**src/rtl/timer_irq_ctrl.sv**
```systemverilog
// timer_irq_ctrl: latches timer match edges, arbitrates by fixed
// priority and presents one IRQ + vector with ack/clear handshake.
module timer_irq_ctrl #(
  parameter int N_CH  = 4,
  parameter int VEC_W = 2,
  parameter int CNT_W = 8
) (
  input  logic             clk,
  input  logic             reset,
  input  logic [N_CH-1:0]  evt_in,
  input  logic             mask_we,
  input  logic [N_CH-1:0]  mask_in,
  output logic [N_CH-1:0]  mask_o,
  output logic             irq_o,
  output logic [VEC_W-1:0] irq_vec_o,
  input  logic             irq_ack_i,
  output logic [N_CH-1:0]  evt_clr_o,
  output logic [N_CH-1:0]  pending_o,
  output logic [N_CH-1:0]  overrun_o,
  input  logic [N_CH-1:0]  overrun_clr_i,
  input  logic [VEC_W-1:0] cnt_sel_i,
  output logic [CNT_W-1:0] cnt_o,
  input  logic             cnt_clr_i
);

  typedef enum logic [1:0] {
    IDLE = 2'd0,
    REQ  = 2'd1,
    HOLD = 2'd2
  } state_t;

  state_t           state;
  logic [N_CH-1:0]  evt_d;
  logic [N_CH-1:0]  mask;
  logic [N_CH-1:0]  pending;
  logic [N_CH-1:0]  overrun;
  logic [N_CH-1:0]  rise;
  logic [N_CH-1:0]  req;
  logic [N_CH-1:0]  ack_oh;
  logic [N_CH-1:0]  ovr_set;
  logic [VEC_W-1:0] vec;
  logic [VEC_W-1:0] pick;
  logic             ack;
  logic [CNT_W-1:0] cnt [N_CH];

  assign rise    = evt_in & ~evt_d;
  assign req     = pending & mask;
  assign ack     = (state == REQ) && irq_ack_i;
  assign ack_oh  = ack ? (N_CH'(1) << vec) : '0;
  assign ovr_set = rise & pending & ~ack_oh;

  assign mask_o    = mask;
  assign pending_o = pending;
  assign overrun_o = overrun;
  assign irq_vec_o = vec;
  assign cnt_o     = cnt[cnt_sel_i];

  // lowest-index enabled pending channel wins
  always_comb begin
    pick = '0;
    for (int i = N_CH - 1; i >= 0; i--) begin
      if (req[i]) pick = VEC_W'(i);
    end
  end

  // edge history and mask register
  always_ff @(posedge clk or negedge reset) begin
    if (!reset) begin
      evt_d <= '0;
      mask  <= '0;
    end else begin
      evt_d <= evt_in;
      if (mask_we) mask <= mask_in;
    end
  end

  // pending requests; a new edge beats a coincident ack clear
  always_ff @(posedge clk or negedge reset) begin
    if (!reset) pending <= '0;
    else        pending <= (pending & ~ack_oh) | rise;
  end

  // sticky overrun flags, set beats write-1-to-clear
  always_ff @(posedge clk or negedge reset) begin
    if (!reset) overrun <= '0;
    else        overrun <= (overrun & ~overrun_clr_i) | ovr_set;
  end

  // saturating per-channel edge counters, clear beats increment
  always_ff @(posedge clk or negedge reset) begin
    if (!reset) begin
      for (int i = 0; i < N_CH; i++) cnt[i] <= '0;
    end else begin
      for (int i = 0; i < N_CH; i++) begin
        if (cnt_clr_i)
          cnt[i] <= '0;
        else if (rise[i] && (cnt[i] != '1))
          cnt[i] <= cnt[i] + CNT_W'(1);
      end
    end
  end

  // request handshake FSM with registered irq, vector and clear pulse
  always_ff @(posedge clk or negedge reset) begin
    if (!reset) begin
      state     <= IDLE;
      irq_o     <= 1'b0;
      vec       <= '0;
      evt_clr_o <= '0;
    end else begin
      evt_clr_o <= '0;
      unique case (state)
        IDLE: begin
          if (|req) begin
            vec   <= pick;
            irq_o <= 1'b1;
            state <= REQ;
          end
        end
        REQ: begin
          if (irq_ack_i) begin
            evt_clr_o <= ack_oh;
            irq_o     <= 1'b0;
            state     <= HOLD;
          end else if (!mask[vec]) begin
            irq_o <= 1'b0;
            state <= IDLE;
          end
        end
        HOLD: begin
          state <= IDLE;
        end
        default: begin
          irq_o <= 1'b0;
          state <= IDLE;
        end
      endcase
    end
  end

endmodule

```
**config.mk**
```make
export PLATFORM = sky130hd
export DESIGN_NAME = timer_irq_ctrl
export DESIGN_NICKNAME = d
export VERILOG_FILES = /design/src/rtl/timer_irq_ctrl.sv
export SDC_FILE = /design/constraint.sdc
export NUM_CORES = 1
export LEC_CHECK = 0
export BUFFER_PORTS_ARGS = -buffer_cell sky130_fd_sc_hd__buf_2
export CAP_MARGIN = 20
export CORE_MARGIN = 2
export CORE_UTILIZATION = 56
export DETAILED_ROUTE_END_ITERATION = 7
export GPL_TIMING_DRIVEN = 0
export PLACE_DENSITY = 0.87
export SLEW_MARGIN = 15
export SYNTH_ARGS = -nofsm -noshare
export SYNTH_HDL_FRONTEND = slang
export SYNTH_SLANG_ARGS = --single-unit
```
**constraint.sdc**
```tcl
create_clock -name clk -period 2.6 [get_ports clk]
set_input_delay 0.78 -clock clk [delete_from_list [all_inputs] [get_ports clk]]
set_output_delay 0.78 -clock clk [all_outputs]
set_load 0.01 [all_outputs]
```
* Yosys cells after proc, flatten, opt, wreduce, memory -nomap -nowiden *
Index checks and enable logic that the tools add are counted.

storage, ports and cells
  register bits = 57
  bits of input ports = 19
  output and inout port bits = 27
  word-level logic and storage cells = 82

operators by class
  $add $sub $neg = 4
  $lt $le $gt $ge = 2
  eq/ne operators = 8
  shift operators = 1
  multiplexer cells = 28
  bitwise operators = 13
  reduce and logical (&&, ||, !) cells = 14

operators by type and width
  cell                 count
  $mux 8               10
  $add 8x1->8 const B  4
  $ne 8x8->1 const B   4
  $and 4x4->4          6
  $bmux 8 s2           1
  $mux 2               7
  $mux 4               3
  $not 4->4            3
  $or 4x4->4           2
  $reduce_bool 2->1    4
  $logic_and 1x1->1    5
  $mux 1               4
  $pmux 2 s2           1
  $reduce_and 2->1     2
  $reduce_or 4->1      1
  $shl 1x2->4 const A  1
  $ge 3x3->1 const B   1
  $lt 2x3->1 const B   1
  $ne 3x3->1 const B   1
  $not 2->3            1
  $pmux 1 s3           1
  $reduce_and 3->1     1
  $bmux 1 s2           1
  $eq 2x1->1 const B   1
  other kinds (4)      4

* Longest topological paths before layout *
Gate-level depths: netlist of run 1.

  depth in word-level cells = 6
  depth in mapped cells = 5
  depth with buffers taken out = 5

* Least setup slack after synthesis of run 1 *
Ideal clock, no wire load.

  path kind = input to output
  start = input port cnt_sel_i[0]
  end = output port cnt_o[2]
  arrival = 1.633 ns
  required time = 1.820 ns
  setup slack = 0.187 ns
  cell stages on the path = 2
  path buffers = 1
  path through = buf_2 mux4_1

between the ends
  cells in the longest elaborated chain, start to end = 4

ends and longest elaborated chain
  what                                       line  text
  from (decl)                                21    input logic [VEC_W-1:0] cnt_sel_i,
  $not 2->3 (implied by the code)            56    assign cnt_o = cnt[cnt_sel_i];
  $bmux 8 s2                                 56
  $mux 8 (implied by the code) (2 in a row)  56
  to (decl)                                  22    output logic [CNT_W-1:0] cnt_o,

Every way passes these cells. The select of a mux whose other input is x is not followed.

* Worst setup path in the final report of run 1 *
Ends and elaborated chain as after synthesis.

==> summary.txt, run 1 <==
Yosys
  – Area contributors post-synth: dfrtp_1 51%, mux4_2 6.4%, nor2_1 3.9%
  – Number of flops mapped to enable cells by yosys: 0
  – Syn Area/Cell: 10.9 sq um
  – Async set-reset flop share out of synthesis: 100%
  – Synth Instances: 258
  – Sequential-to-total area share from yosys stat: 50.7%
  – Net Count, Synth: 281
  – Distinct cells, synth: 52
  – #FFs+latches synth: 57
  – Yosys top cell area share: 50.7%
  – Synth Flop Type: dfrtp_1
  – Mapped Area: 2810 sq um
  – Yosys top cell by area: dfrtp_1
  – Yosys Warn Count: 0

Timing
  – Final setup TNS: 0 ns
  – Slew HR: 53.1%
  – FMAX: 0.400 GHz
  – Final setup vio count: 0
  – Endpoints failing hold: 0
  – Final setup margin: 0.0984 ns
  – Period utilisation layout: 96.2%
  – Hold Slack: 0.480 ns
  – Worst-Margin Slew: 0.704 ns
  – Post-route minimum period: 2.50 ns
  – Fin. max-slew vios: 0
  – Layout Skew: 0.00804 ns
  – Unrepaired setup endpoints after global routing: no

Layout
  – Multi-input combinational cell area: 1320 sq um
  – Non-filler instance count after layout: 383
  – Share of cells above drive strength 1: 24.7%
  – Area delta synth->final: 17.6%
  – # nets final: 334
  – Diodes inserted: 0
  – Sequential Area: 1430 sq um
  – Fill count: 366
  – Most common cell after layout, fill and taps aside: dfrtp_1
  – Commonest cells after routing, fill and taps aside: 57 x dfrtp_1, 41 x buf_2, 29 x nor2_1
  – Core Util, Final: 69.1%

Pwr
  – Leakage: 1.47 nW
  – Flop pwr share: 47.3%
  – Internal Power: 1.65 mW
  – Clk pwr share: 35.4%
  – Cell Pwr Density: 701 nW/um^2
  – Logic pwr share: 17.4%
  – Switching Fraction: 28.8%
  – Peak VDD IR: 694 uV
  – P_sw: 0.667 mW

Setup path
  – Worst setup EP type: output pin
  – CP arrival: 1.72 ns
  – Worst setup path category: in -> out
  – Slowest-stage cell, CP: mux4_1
  – CP Launch Type: primary input
  – Worst Path Buf+Inv: 2
  – WP data required: 1.82 ns
  – Worst-path fanout max: 8
  – Worst-path cell chain: clkbuf_4, mux4_1, buf_2
  – CP delay by family, top: multiplexers
  – CP max stage delay: 0.58 ns

Placed design
  – # port buffers: 42
  – Detailed Place HPWL: 4.31 mm
  – Pre-CTS setup slack: 0.0139 ns
  – Dpl cells: 367
  – RePlAce Congestion: 0.870

Floorplanning
  – Starting Density: 58.7%
  – # rows: 25
  – Die Area: 5600 sq um
  – Die H: 74.9 um
  – Core Region: 4790 sq um
  – Die width: 74.9 um
  – Boundary pin count: 46

Clock network
  – CTS tree: built
  – CTS Sinks: 57
  – Inserted Clock Buffers: 9
  – CTS Buffer Depth: 2
  – H-tree Lvls: 3
  – Clock slew at reported path FFs: 0.07 ns
  – # hold bufs at CTS: 0
  – Worst-Skew Late Latency: 0.35 ns
  – Clock Root Buffer: clkbuf_8

Routing
  – Starting DRT DRC Count: 112
  – Vias per cell: 5.96
  – DRC: 0
  – WL per Instance: 16.2 um
  – Via count: 2283
  – ANT nets after route: 0
  – Initial DRT Pass Iterations: 4
  – Final wirelength: 6.21 mm

Status
  – Status: completed

Global route
  – All-Layer GR Usage: 24.8%
  – Remaining Overflow, GRT: 0
  – Initial antenna violation count: 0
  – First-pass GRT wire length: 9.92 mm
  – Pin count of the biggest net entering global routing: 58
  – Number of global-route vias before repair: 2168

Hold path
  – Hold WC Path Type: in -> async

Job
  – Max_cap viols: 0
-- layout make-up --
class,count,area share (%)
flip-flops and latches,57,43.1
plain buffers,7,0.908
well taps,67,2.53
inverters,9,1.02
repair buffers,42,6.43
multi-input cells,185,40.0
clock inverters,5,1.66
clock buffers,11,4.28
-- synth_stat cells (all sizes together), types with 2 or more instances --
cell type and number:
dfrtp 57, nand2b 7, buf 2, nand3 10
a41oi 2, mux2 7, or2 2, nand4 3
nor2b 6, a21oi 13, inv 9, mux4 9
mux2i 6, a31oi 4, clkbuf 5, ha 4
o31a 2, nor3b 2, a211oi 4, and3 3
o22ai 4, xor2 4, a2111oi 2, or4 3
nand4b 3, nor3 13, o31ai 4, o21ai 5
nand2 17, nor2 29
-- routing by layer --
metal	vias up	global-route usage (%)	part of all wire, %
li1	1070	-	-
met1	1106	30.3	43
met2	97	39.3	48
met3	10	10.4	7.3
met4	0	9.92	1.4
met5	-	0	0
-- through the flow --
stage | total power [mW] | cell area, sq um
detailed placement | 1.52 | 3110
global placement | 1.50 | 3110
global route | 2.44 | 3310
finish | 2.32 | 3310
floorplan | 1.34 | 2810
CTS | 2.34 | 3300
-- flip-flops by register name (all words and copies together) (netlist names) --
register and count:
overrun_o 4, state 2, irq_vec_o 2, pending_o 4, mask_o 4, cnt 32, evt_d 4, evt_clr_o 4
irq_o 1
-- path summary, 6_finish.rpt --
check	slack, ns	cells after the start	endpoint	start
worst max-delay path	0.1	3	cnt_o[2]	cnt_sel_i[0]
worst min register to register	0.51	1	irq_o$_DFFE_PN0P_	irq_o$_DFFE_PN0P_
worst min-delay path	0.48	1	overrun_o[2]$_DFF_PN0_	reset
worst max register to register	0.68	4	cnt[5]$_DFFE_PN0P_	cnt[0]$_DFFE_PN0P_
min in group clk	0.51	1	irq_o$_DFFE_PN0P_	irq_o$_DFFE_PN0P_
max in group asynchronous	1.65	1	cnt[3]$_DFFE_PN0P_	reset
-- power groups by stage --
stage,clock network (mW),logic (mW),registers [mW]
after floorplan,0,0.214,1.13
after global placement,0,0.397,1.11
after detailed placement,0,0.406,1.11
after CTS,0.838,0.408,1.10
after global routing,0.878,0.455,1.11
final,0.820,0.403,1.10
-- repair_timing --
item / 4_1_cts / 5_1_grt
setup endpoints to repair: 0 / 1
endpoints found under the hold margin: 0 / 0
gates resized for setup: 0 / 1
buffers inserted: 0 / 0
-- cell families after synthesis --
logic type	share of synthesized area [%]
adder cells (fa/ha/maj)	1.78
flip-flops	50.7
multiplexers	12.3
buffers and inverters	2.18
AND/OR/NAND/NOR	19.5
AO/OA/AOI/OAI	12.0
XOR/XNOR	1.56
-- worst reg2reg max path, cell delays in order, from the launching register on --
cell and delay [ns]:
dfrtp_1 0.43, ha_1 0.26, and2_1 0.20, a2111oi_0 0.52, mux2_2 0.39
(Power assumes the default switching activity.)
==> run 2: changes to the inputs <==
--- a/config.mk
+++ b/config.mk
@@ -12,6 +12,7 @@
 export DETAILED_ROUTE_END_ITERATION = 7
 export GPL_TIMING_DRIVEN = 0
 export PLACE_DENSITY = 0.87
+export RECOVER_POWER = 100
 export SLEW_MARGIN = 15
 export SYNTH_ARGS = -nofsm -noshare
 export SYNTH_HDL_FRONTEND = slang
==> summary.txt, run 2 (same netlist as run 1, synthesis figures left out) <==
Status
  – Status: completed

Layout
  – # nets final: 334
  – Area delta synth->final: 16.1%
  – Max reg flops: 32
  – Diodes inserted: 0
  – Most common cell after layout, fill and taps aside: dfrtp_1
  – Share of cells above drive strength 1: 14.2%
  – Post-route cell area: 3260 sq um
  – Biggest register: cnt
  – Commonest cells after routing, fill and taps aside: 57 x dfrtp_1, 38 x clkbuf_1, 29 x nor2_1

Routing
  – WL per Instance: 16.3 um
  – WL met1: 2.64 mm
  – Final wirelength: 6.25 mm
  – WL met2: 2.95 mm
  – Via count: 2260
  – ANT nets after route: 0
  – Top layer in use: met4
  – DRC: 0
  – Initial DRT Pass Iterations: 4
  – Vias per cell: 5.90
  – Wire length on met3: 529 um
  – Starting DRT DRC Count: 130

Timing
  – Endpoints failing hold: 0
  – Worst-Margin Slew: 1.39 ns
  – Final setup TNS: 0 ns
  – Final setup vio count: 0
  – Unrepaired setup endpoints after global routing: no
  – Layout Skew: 0.00633 ns
  – Post-route minimum period: 2.49 ns
  – FMAX: 0.402 GHz
  – Period utilisation layout: 95.7%
  – Fin. max-slew vios: 0
  – Slew HR: 7.52%

Floorplanning
  – Core Region: 4790 sq um
  – Boundary pin count: 46
  – Die H: 74.9 um
  – Die Area: 5600 sq um
  – # rows: 25
  – Die width: 74.9 um
  – Starting Density: 58.7%

Pwr
  – Internal Power: 1.63 mW
  – Clk pwr share: 35.7%
  – Logic pwr share: 16.5%
  – Peak VDD IR: 692 uV
  – Leakage: 1.37 nW
  – Flop pwr share: 47.8%
  – Switching Fraction: 29.2%
  – P_sw: 0.671 mW
  – Cell Pwr Density: 704 nW/um^2

Global route
  – Remaining Overflow, GRT: 0
  – Pin count of the biggest net entering global routing: 58
  – Initial antenna violation count: 0
  – All-Layer GR Usage: 24.8%
  – First-pass GRT wire length: 9.92 mm
  – Number of global-route vias before repair: 2168

Clock network
  – CTS Sinks: 57
  – CTS tree: built
  – Worst-Skew Late Latency: 0.35 ns
  – CTS Buffer Depth: 2
  – Clock Root Buffer: clkbuf_8
  – H-tree Lvls: 3
  – Clock slew at reported path FFs: 0.06 ns
  – Inserted Clock Buffers: 9
  – Setup bufs post-CTS: 0

Setup path
  – CP Launch Type: primary input
  – Worst setup EP type: output pin
  – CP arrival: 1.71 ns
  – Worst-path fanout max: 8
  – Worst setup path category: in -> out
  – R2R setup slack: 0.68 ns
  – WP data required: 1.82 ns

Placed design
  – RePlAce Congestion: 0.870
  – # port buffers: 42
  – DP Area: 3110 sq um
  – Detailed Place HPWL: 4.31 mm

Job
  – Max_cap viols: 0

Hold path
  – Hold WC Path Type: reg -> reg
[run 2: cell types whose count changed in the layout (fill, tap and decap cells not counted), sizes merged]
cell,delta
buf,-33
clkbuf,+33
[run 2: repair_timing]
item,in CTS,in global routing
endpoints found under the setup margin,0,1
gates resized for setup,0,1
hold buffers,0,0
[run 2: power groups by stage]
| stage | combinational [mW] | sequential, mW | clock, mW |
|---|---|---|---|
| 6_report | 0.380 | 1.10 | 0.820 |
| 5_1_grt | 0.431 | 1.11 | 0.878 |
| 4_1_cts | 0.408 | 1.10 | 0.838 |
| 3_5_place_dp | 0.406 | 1.11 | 0 |
| 3_3_place_gp | 0.397 | 1.11 | 0 |
| 2_1_floorplan | 0.214 | 1.13 | 0 |
[run 2: metal layers]
metal	global-route usage, %	vias to the layer above
met5	0	-
met4	9.92	0
met3	10.4	14
met2	39.3	91
met1	30.3	1087
li1	-	1068
[run 2: area by class of cell]
class,instances,area [sq um]
tap,67,83.8
multi-input combinational,185,1320
sequential,57,1430
inverter,9,33.8
clock inverter,5,55.1
fill,393,1520
buffer,7,30.0
clock buffer,11,141
timing repair buffer,42,171
[run 2: metrics by stage]
stage / utilization, % / instances / hold WS [ns] / total power [mW] / setup slack (ns)
after global placement: 64.9 / 367 / 0.489 / 1.50 / 0.0212
final: 68.2 / 383 / 0.512 / 2.30 / 0.112
after global routing: 68.2 / 383 / 0.533 / 2.42 / 0.0586
after floorplan: - / 258 / 0.484 / 1.34 / 0.187
after detailed placement: 64.9 / 367 / 0.495 / 1.52 / 0.0139
after CTS: 69.0 / 383 / 0.494 / 2.34 / 0.0282
[run 2: worst max-delay path, cell delays in order]
cell	delay, ns
clkbuf_4	0.20
mux4_1	0.58
clkbuf_1	0.14
[run 2: worst paths after layout]
kind | start | to | depth (start not counted)
worst min register to register | irq_o$_DFFE_PN0P_ | irq_o$_DFFE_PN0P_ | 1
min in group asynchronous | reset | overrun_o[2]$_DFF_PN0_ | 1
max in group asynchronous | reset | evt_d[3]$_DFF_PN0_ | 1
worst max-delay path | cnt_sel_i[0] | cnt_o[2] | 3
worst max register to register | cnt[0]$_DFFE_PN0P_ | cnt[5]$_DFFE_PN0P_ | 4
worst min-delay path | irq_o$_DFFE_PN0P_ | irq_o$_DFFE_PN0P_ | 1
